### src/rtl/etc_pkg.sv
// etc_pkg: shared definitions for the ETC lane arbiter.
//   etc_state_e  - scheduler FSM encoding
//   ETC_*        - default widths, overspeed limit, calculator timeout and
//                  barrier hold time used as parameter defaults
package etc_pkg;

   typedef enum logic [1:0] {
      ST_IDLE   = 2'd0,
      ST_GRANT  = 2'd1,
      ST_WAIT   = 2'd2,
      ST_REPORT = 2'd3
   } etc_state_e;

   localparam int ETC_WIDTH_TIK   = 16;
   localparam int ETC_WIDTH_SPEED = 14;
   localparam int ETC_SPEED_LIMIT = 80;
   localparam int ETC_TIMEOUT     = 1024;
   localparam int ETC_HOLD_CYC    = 5000;

endpackage

### src/rtl/etc_rr_pick.sv
// etc_rr_pick: combinational round-robin picker.
//   req      - per-lane request vector
//   rr_ptr   - lane with highest priority this round
//   win_lane - first requesting lane at or above rr_ptr, wrapping
//   any_req  - at least one lane requesting
module etc_rr_pick #(
   parameter int LANES  = 4,
   parameter int LANE_W = $clog2(LANES)
) (
   input  logic [LANES-1:0]  req,
   input  logic [LANE_W-1:0] rr_ptr,
   output logic [LANE_W-1:0] win_lane,
   output logic              any_req
);

   // Scan offsets from farthest to nearest so the lane closest to rr_ptr
   // is the last (and therefore surviving) assignment.
   always_comb begin
      int j;
      win_lane = '0;
      any_req  = |req;
      for (int k = LANES-1; k >= 0; k--) begin
         j = int'(rr_ptr) + k;
         if (j >= LANES) j = j - LANES;
         if (req[LANE_W'(j)]) win_lane = LANE_W'(j);
      end
   end

endmodule

### src/rtl/etc_lane_arbiter.sv
// etc_lane_arbiter: round-robin scheduler sharing one speed calculator
// between LANES toll lanes.
//   clk, reset_n          - clock, async active-low reset
//   req/tik_in/epass      - per-lane request, tick count, valid E-pass
//   ack                   - one-hot grant pulse (GRANT cycle)
//   calc_start/calc_tik   - calculator start pulse and held operand
//   calc_done/calc_speed  - calculator result handshake
//   res_*                 - one-cycle result strobe with lane/speed/status
//   en_barrier            - per-lane barrier open level, HOLD_CYC long
module etc_lane_arbiter
   import etc_pkg::*;
#(
   parameter int LANES       = 4,
   parameter int LANE_W      = $clog2(LANES),
   parameter int WIDTH_TIK   = ETC_WIDTH_TIK,
   parameter int WIDTH_SPEED = ETC_WIDTH_SPEED,
   parameter logic [WIDTH_SPEED-1:0] SPEED_LIMIT = WIDTH_SPEED'(ETC_SPEED_LIMIT),
   parameter int TIMEOUT     = ETC_TIMEOUT,
   parameter int HOLD_CYC    = ETC_HOLD_CYC
) (
   input  logic                       clk,
   input  logic                       reset_n,
   input  logic [LANES-1:0]           req,
   input  logic [LANES*WIDTH_TIK-1:0] tik_in,
   input  logic [LANES-1:0]           epass,
   output logic [LANES-1:0]           ack,
   output logic                       calc_start,
   output logic [WIDTH_TIK-1:0]       calc_tik,
   input  logic                       calc_done,
   input  logic [WIDTH_SPEED-1:0]     calc_speed,
   output logic                       res_valid,
   output logic [LANE_W-1:0]          res_lane,
   output logic [WIDTH_SPEED-1:0]     res_speed,
   output logic                       res_err,
   output logic                       res_overspeed,
   output logic [LANES-1:0]           en_barrier
);

   localparam int TMO_W = (TIMEOUT > 2) ? $clog2(TIMEOUT) : 1;
   localparam int HLD_W = $clog2(HOLD_CYC+1);

   etc_state_e                      state, state_nxt;
   logic [LANE_W-1:0]               rr_ptr, win_pick, win_lane;
   logic                            any_req, ep_lat, tmo_hit;
   logic [TMO_W-1:0]                tmo_cnt;
   logic [LANES-1:0]                ack_d;
   logic                            calc_start_d, res_valid_d;
   logic [LANES-1:0][WIDTH_TIK-1:0] tik_v;

   assign tik_v   = tik_in;
   assign tmo_hit = (tmo_cnt == TMO_W'(TIMEOUT-1));

   etc_rr_pick #(.LANES(LANES), .LANE_W(LANE_W)) u_pick (
      .req      (req),
      .rr_ptr   (rr_ptr),
      .win_lane (win_pick),
      .any_req  (any_req)
   );

   always_ff @(posedge clk or negedge reset_n) begin
      if (!reset_n) state <= ST_IDLE;
      else          state <= state_nxt;
   end

   always_comb begin
      state_nxt = state;
      case (state)
         ST_IDLE:   if (any_req) state_nxt = ST_GRANT;
         ST_GRANT:  state_nxt = ST_WAIT;
         ST_WAIT:   if (calc_done || tmo_hit) state_nxt = ST_REPORT;
         ST_REPORT: state_nxt = ST_IDLE;
         default:   state_nxt = ST_IDLE;
      endcase
   end

   // Strobes are decided one cycle early so they appear registered in the
   // GRANT / REPORT cycles themselves.
   always_comb begin
      ack_d        = '0;
      calc_start_d = 1'b0;
      res_valid_d  = 1'b0;
      if (state == ST_IDLE && any_req) begin
         ack_d[win_pick] = 1'b1;
         calc_start_d    = 1'b1;
      end
      if (state == ST_WAIT && (calc_done || tmo_hit)) res_valid_d = 1'b1;
   end

   always_ff @(posedge clk or negedge reset_n) begin
      if (!reset_n) begin
         ack           <= '0;
         calc_start    <= 1'b0;
         res_valid     <= 1'b0;
         calc_tik      <= '0;
         win_lane      <= '0;
         ep_lat        <= 1'b0;
         rr_ptr        <= '0;
         tmo_cnt       <= '0;
         res_lane      <= '0;
         res_speed     <= '0;
         res_err       <= 1'b0;
         res_overspeed <= 1'b0;
      end else begin
         ack        <= ack_d;
         calc_start <= calc_start_d;
         res_valid  <= res_valid_d;
         case (state)
            ST_IDLE: if (any_req) begin
               win_lane <= win_pick;
               calc_tik <= tik_v[win_pick];
               ep_lat   <= epass[win_pick];
            end
            ST_GRANT: begin
               rr_ptr  <= (win_lane == LANE_W'(LANES-1)) ? '0 : win_lane + 1'b1;
               tmo_cnt <= '0;
            end
            ST_WAIT: begin
               // A result arriving on the expiry cycle still counts.
               if (calc_done) begin
                  res_lane      <= win_lane;
                  res_speed     <= calc_speed;
                  res_err       <= 1'b0;
                  res_overspeed <= (calc_speed > SPEED_LIMIT);
               end else if (tmo_hit) begin
                  res_lane      <= win_lane;
                  res_speed     <= '0;
                  res_err       <= 1'b1;
                  res_overspeed <= 1'b0;
               end else begin
                  tmo_cnt <= tmo_cnt + 1'b1;
               end
            end
            default: ;
         endcase
      end
   end

   // Per-lane barrier hold: loaded in the REPORT cycle of a qualifying pass,
   // so the barrier rises the following cycle and stays up HOLD_CYC cycles.
   for (genvar i = 0; i < LANES; i++) begin : g_hold
      logic [HLD_W-1:0] hold_cnt;
      logic             en_r;
      logic             open_ld;

      assign open_ld = (state == ST_REPORT) && (win_lane == LANE_W'(i)) &&
                       ep_lat && !res_err;

      always_ff @(posedge clk or negedge reset_n) begin
         if (!reset_n) begin
            hold_cnt <= '0;
            en_r     <= 1'b0;
         end else if (open_ld) begin
            hold_cnt <= HLD_W'(HOLD_CYC);
            en_r     <= 1'b1;
         end else if (hold_cnt != '0) begin
            hold_cnt <= hold_cnt - 1'b1;
            en_r     <= (hold_cnt != HLD_W'(1));
         end
      end

      assign en_barrier[i] = en_r;
   end

endmodule

### config.mk
export PLATFORM = sky130hd
export DESIGN_NAME = etc_lane_arbiter
export DESIGN_NICKNAME = d
export VERILOG_FILES = /design/src/rtl/etc_pkg.sv /design/src/rtl/etc_rr_pick.sv /design/src/rtl/etc_lane_arbiter.sv
export SDC_FILE = /design/constraint.sdc
export NUM_CORES = 1
export LEC_CHECK = 0
export ABC_CLOCK_PERIOD_IN_PS = 6000
export BUFFER_PORTS_ARGS = -buffer_cell sky130_fd_sc_hd__buf_2
export CORE_ASPECT_RATIO = 0.8
export CORE_MARGIN = 10
export CORE_UTILIZATION = 45
export CTS_CLUSTER_DIAMETER = 80
export DETAILED_ROUTE_END_ITERATION = 10
export PLACE_DENSITY = 0.69
export SETUP_SLACK_MARGIN = 0.5
export SKIP_LAST_GASP = 1
export SYNTH_ARGS = -nofsm -noshare
export SYNTH_HDL_FRONTEND = slang
export SYNTH_HIERARCHICAL = 1
export SYNTH_SLANG_ARGS = --single-unit
### constraint.sdc
create_clock -name clk -period 6 [get_ports clk]
set_clock_uncertainty 0.1 [all_clocks]
set_input_delay 1.2 -clock clk [delete_from_list [all_inputs] [get_ports clk]]
set_output_delay 1.2 -clock clk [all_outputs]
set_load 0.01 [all_outputs]
; ---- Word level (Yosys, flattened, before mapping)
; Cells that the tools add are included.
[classes]
n_addsub = 13
order_cmp = 11
eq_ne = 15
mux = 60
n_reduce_logical = 34
[ops]
columns = operator, n
row1 = two-way mux 13 bit, 8
row2 = inequality test 13 x 1 -> 1 bit (second input constant), 4
row3 = nonzero test 13 bit, 4
row4 = subtractor 13 x 1 -> 13 bit (second input constant), 4
row5 = binary-select mux 16 bit (select 2 bit), 1
row6 = two-way mux 14 bit, 2
row7 = two-way mux 2 bit, 13
row8 = two-way mux 1 bit, 24
row9 = two-way mux 10 bit, 2
row10 = case mux 10 bit (2 select lines), 1
row11 = less-than comparator 2 x 4 -> 1 bit (second input constant), 4
row12 = two-way mux 16 bit, 1
row13 = logical AND 1 bit, 15
row14 = > comparator 14 x 7 -> 1 bit (second input constant), 1
row15 = nonzero test 2 bit, 6
row16 = adder 10 x 1 -> 10 bit (second input constant), 1
row17 = binary-select mux 1 bit (select 2 bit), 5
row18 = == test 10 bit (second input constant), 1
row19 = >= comparator 3 bit (second input constant), 3
row20 = == test 2 bit (second input constant), 4
row21 = case mux 2 bit (4 select lines), 1
row22 = subtractor 2 x 1 -> 2 bit (second input constant), 4
row23 = adder 2 x 2 -> 3 bit (second input constant), 2
row24 = inequality test 2 bit (second input constant), 3
row25 = 15 further kinds, 19
[totals]
regBits = 113
input_bits = 89
output_inout_bits = 44

; ---- Depth between registers and ports, before layout
[logic_depth]
depth_word = 15
depth_mapped = 7
mapped_depth_nobuf = 6

; ---- Cells and area by module
; The synthesis kept the hierarchy.
[by_module_without_submodules]
columns = module, instances, cells_each, area_each_um2
row1 = etc_lane_arbiter, 1, 528, 5910.7
row2 = etc_rr_pick, 1, 13, 77.6

; ---- Worst setup path after synthesis
; OpenSTA, ideal clock, no wires.
[synth_path]
path_type = input to register
start = in req[3]
end = reg calc_tik[4]
setup_time_ps = 125
arrival_ps = 2837
required_ps = 5775
slack_ps = 2939
path_stages = 5
n_path_buf = 1
cell_sequence = mux2i_1 a211oi_2 buf_1 mux4_2 mux2_2
[synth_via]
elab_chain_len = 9
elab_cells_between_ends = 20
cone_classes = mux (18) / reduce/logical (2)
[synth_rtl]
columns = item, line
row1 = start: declaration, etc_lane_arbiter.sv:23  ; input logic [LANES-1:0] req,
row2 = binary-select mux 1 bit (select 2 bit), etc_rr_pick.sv:25  ; if (req[LANE_W'(j)]) win_lane = LANE_W'(j);
row3 = two-way mux 1 bit (not written as such) (2 in a row), etc_rr_pick.sv:25
row4 = two-way mux 2 bit (3 in a row), etc_rr_pick.sv:25
row5 = two-way mux 2 bit *, etc_rr_pick.sv:25
row6 = named net win_pick[0], etc_lane_arbiter.sv:43  ; logic [LANE_W-1:0] rr_ptr, win_pick, win_lane;
row7 = binary-select mux 16 bit (select 2 bit) *, etc_lane_arbiter.sv:110  ; calc_tik <= tik_v[win_pick];
row8 = two-way mux 16 bit (not written as such) *, etc_lane_arbiter.sv:110
row9 = end signal: assignment, etc_lane_arbiter.sv:110
row10 = end: declaration, etc_lane_arbiter.sv:28  ; output logic [WIDTH_TIK-1:0] calc_tik,
; The timed path passes the listed nets; every way through them passes the cells marked *. The select of a mux whose other input is x is not followed.
; A chain may end at the register's enable or synchronous reset.

; ---- Final worst setup path
[layout_path]
start = in req[1]
end = reg calc_tik[5]
; Same word-level chain as after synthesis.

==> key figures <==
Global routing
  – Largest net degree at the start of global routing: 86
  – Initial antenna violation count: 0
  – All-Layer GR Usage: 16.7%
  – First-pass GRT wire length: 25000 µm
  – Remaining global-route overflow: 0
  – Vias in the first global route: 5028

Drt
  – Antenna viol nets, final: 0
  – Via count: 4842
  – Initial drt markers: 263
  – DRC errors left: 0
  – Drt via density: 5.62
  – DRT Wirelength: 15100 µm
  – Pre-antenna DRT Iters: 5
  – WL/cell: roughly 18 µm

Synthesis
  – Register area share after synthesis: approximately 47%
  – YS warnings: 6
  – Syn avg cell area: 11.1 µm²
  – Asr flop ratio synth: 100%
  – Number of synthesized flops with an enable pin: 0
  – Unique masters post-synth: about 60
  – Cells after Synth: 541
  – Mapped Area: 5990 µm²
  – Synth Register Bits: between 100 and 150
  – Syn Nets: 652
  – Ys flop type: dfrtp_1

Placement
  – Routability Congestion: 0.850
  – Worst slack, placed: roughly 2700 ps
  – Dpl hpwl: ~11000 µm
  – Cells after DPL: 830
  – PortBufs: ~130
  – Placed cell area: 6810 µm²

Clock network
  – Worst-skew pair later-pin latency: about 400 ps
  – Clock tree buffer depth: 2
  – CTS Sinks: 113
  – CTS root buf: clkbuf_16
  – CTS tree: yes
  – # Post-CTS Setup Buffers: 0
  – Hold Buf Count CTS: 0
  – Post-CTS Resized: 0
  – CTS buffer count: 17
  – H-tree levels: 4
  – Clk pin slew, worst setup/hold paths: approximately 60 ps

Power
  – Leakage: 3.33 nW
  – PwrDens: 511 nW/µm²
  – Pwr Total: 3.77 mW
  – Max VDD drop: between 0.0002 and 0.0003 V

STA
  – Slew headroom: between 20 and 30%
  – Final period utilization: between 40% and 50%
  – Final min period: 2910 ps
  – RSZ-0062 raised after global routing: false
  – Fin Setup TNS: 0 ps
  – Final Worst Setup Slack: ~3100 ps
  – Fin. max-slew vios: 0
  – Maximum clock rate: 344 MHz
  – Worst slew pin tran: 1050 ps
  – Final setup violation count: 0
  – Hold Slack: about 400 ps
  – Fin. Hold Viols: 0

Worst hold path
  – Hold/Removal Path Class: reg -> reg
  – Hold Path Depth: 1

Worst setup path
  – Number of cells on the worst reg-to-reg path: 5
  – CP max-delay cell: nor2_2
  – CP max stage delay: about 780 ps
  – WP depth: 6
  – Top delay family on crit path: simple AND/OR/NAND/NOR gates
  – Crit path max fanout: 21
  – CP Cell Sequence: buf_2 -> nor3b_1 -> a211oi_1 -> nor2_2 -> mux4_2 -> mux2_2
  – CP bufs+invs: 1
  – Critical path endpoint category: flop
  – Startpoint types: primary input
  – Crit path kind: in -> reg
  – WP data required: a little over 6000 ps
  – Crit path DAT: 3100 ps

Finish
  – Post-layout util: 56.9%
  – Post-route cell area: between 7000 and 8000 µm²
  – Most common cell after layout, fill and taps aside: buf_2
  – Most frequent cells in the layout: buf_2, dfrtp_1, nor2_1, nand2_1, mux2_2
  – Number of diodes: 0
  – Share of layout cells above drive strength 1: 32.3%
  – Layout Cells excl Fill: around 860
  – Area Overhead vs Synth: 23.1%
  – Nets@finish: 785

Floorplanning
  – Core Area: 13000 µm²
  – Ports: between 100 and 150
  – Die area: 18400 µm²
  – Die Wd: 149 µm
  – Initial core utilization: 46.2%
  – Die Y: 123 µm
  – Site Rows: 37

Run
  – Max_cap viols: 0

Run status
  – Status: finished, final reports clean
path summary, 6_finish.rpt:
kind / slack [ps] / startpoint / end
hold / removal: 400 / res_speed[4]$_DFFE_PN0P_ / res_speed[4]$_DFFE_PN0P_
setup / recovery: 3090 / req[1] / calc_tik[5]$_DFFE_PN0P_
hold reg to reg: 400 / res_speed[4]$_DFFE_PN0P_ / res_speed[4]$_DFFE_PN0P_
min in group asynchronous: 870 / reset_n / g_hold[0].hold_cnt[3]$_DFFE_PN0P_
setup reg to reg: 3540 / rr_ptr[1]$_DFFE_PN0P_ / calc_tik[5]$_DFFE_PN0P_
max in group asynchronous: 3960 / reset_n / g_hold[3].hold_cnt[3]$_DFFE_PN0P_
final cells by class:
cell class | count | area [µm²]
Clock buffer | 20 | 457
Timing Repair Buffer | 135 | 686
Fill cell | 1099 | 5590
Clock inverter | 12 | 109
Tap cell | 175 | 219
Sequential cell | 113 | 2830
Multi-Input combinational cell | 391 | 3020
Inverter | 16 | 60.1
sequential cells by signal (all words and copies together), names as in the netlist:
name,cells
tmo_cnt,10
win_lane,2
rr_ptr,2
res_speed,14
ep_lat,1
res_valid,1
calc_tik,16
ack,4
calc_start,1
g_hold.en_r,4
g_hold.hold_cnt,52
state,2
res_err,1
res_lane,2
res_overspeed,1
synth_stat cells, types with 10 or more instances:
library cell | number | area (µm²)
nor2_1 | 45 | 169
nor3_1 | 16 | 80.1
nor4_1 | 12 | 75.1
mux2_2 | 23 | 259
xnor2_1 | 10 | 87.6
inv_1 | 16 | 60.1
ha_1 | 22 | 275
clkbuf_1 | 13 | 48.8
nand3_1 | 13 | 65.1
mux4_2 | 17 | 383
o21ai_0 | 11 | 55.1
a22o_1 | 17 | 149
dfrtp_1 | 113 | 2830
a21oi_1 | 21 | 105
or4_1 | 10 | 75.1
nand2b_1 | 13 | 81.3
nand2_1 | 33 | 124
nand4_1 | 13 | 81.3
routing by layer:
metal | GRT usage [%] | vias up | share of wire [%] | wire, µm
met5 | 0 | - | 0 | 0
met4 | 5.20 | 0 | 1.2 | 179
met3 | 6.28 | 18 | 6.5 | 987
met2 | 26.9 | 149 | 48 | 7210
met1 | 20.5 | 2362 | 45 | 6730
li1 | - | 2313 | - | -
cell families after synthesis:
group,count (synthesis),synth area share [%]
XOR/XNOR,15,2.19
AO/OA/AOI/OAI,99,12.1
multiplexers,49,12.2
flip-flops,113,47.2
AND/OR/NAND/NOR,206,19.0
buffers and inverters,37,2.59
adder cells (fa/ha/maj),22,4.60
worst reg2reg max path, stage by stage, from the launching register on:
cell and delay [ps]:
dfrtp_1 440, nor3b_1 210, a211oi_1 100, nor2_2 780, mux4_2 440, mux2_2 290
where the power goes:
part / internal [mW] / switching, mW / total [mW]
logic: 0.683 / 0.729 / 1.41
registers: 1.09 / 0.318 / 1.41
clock network: 0.591 / 0.351 / 0.942
Note: power is estimated with default switching activity, not from simulation.
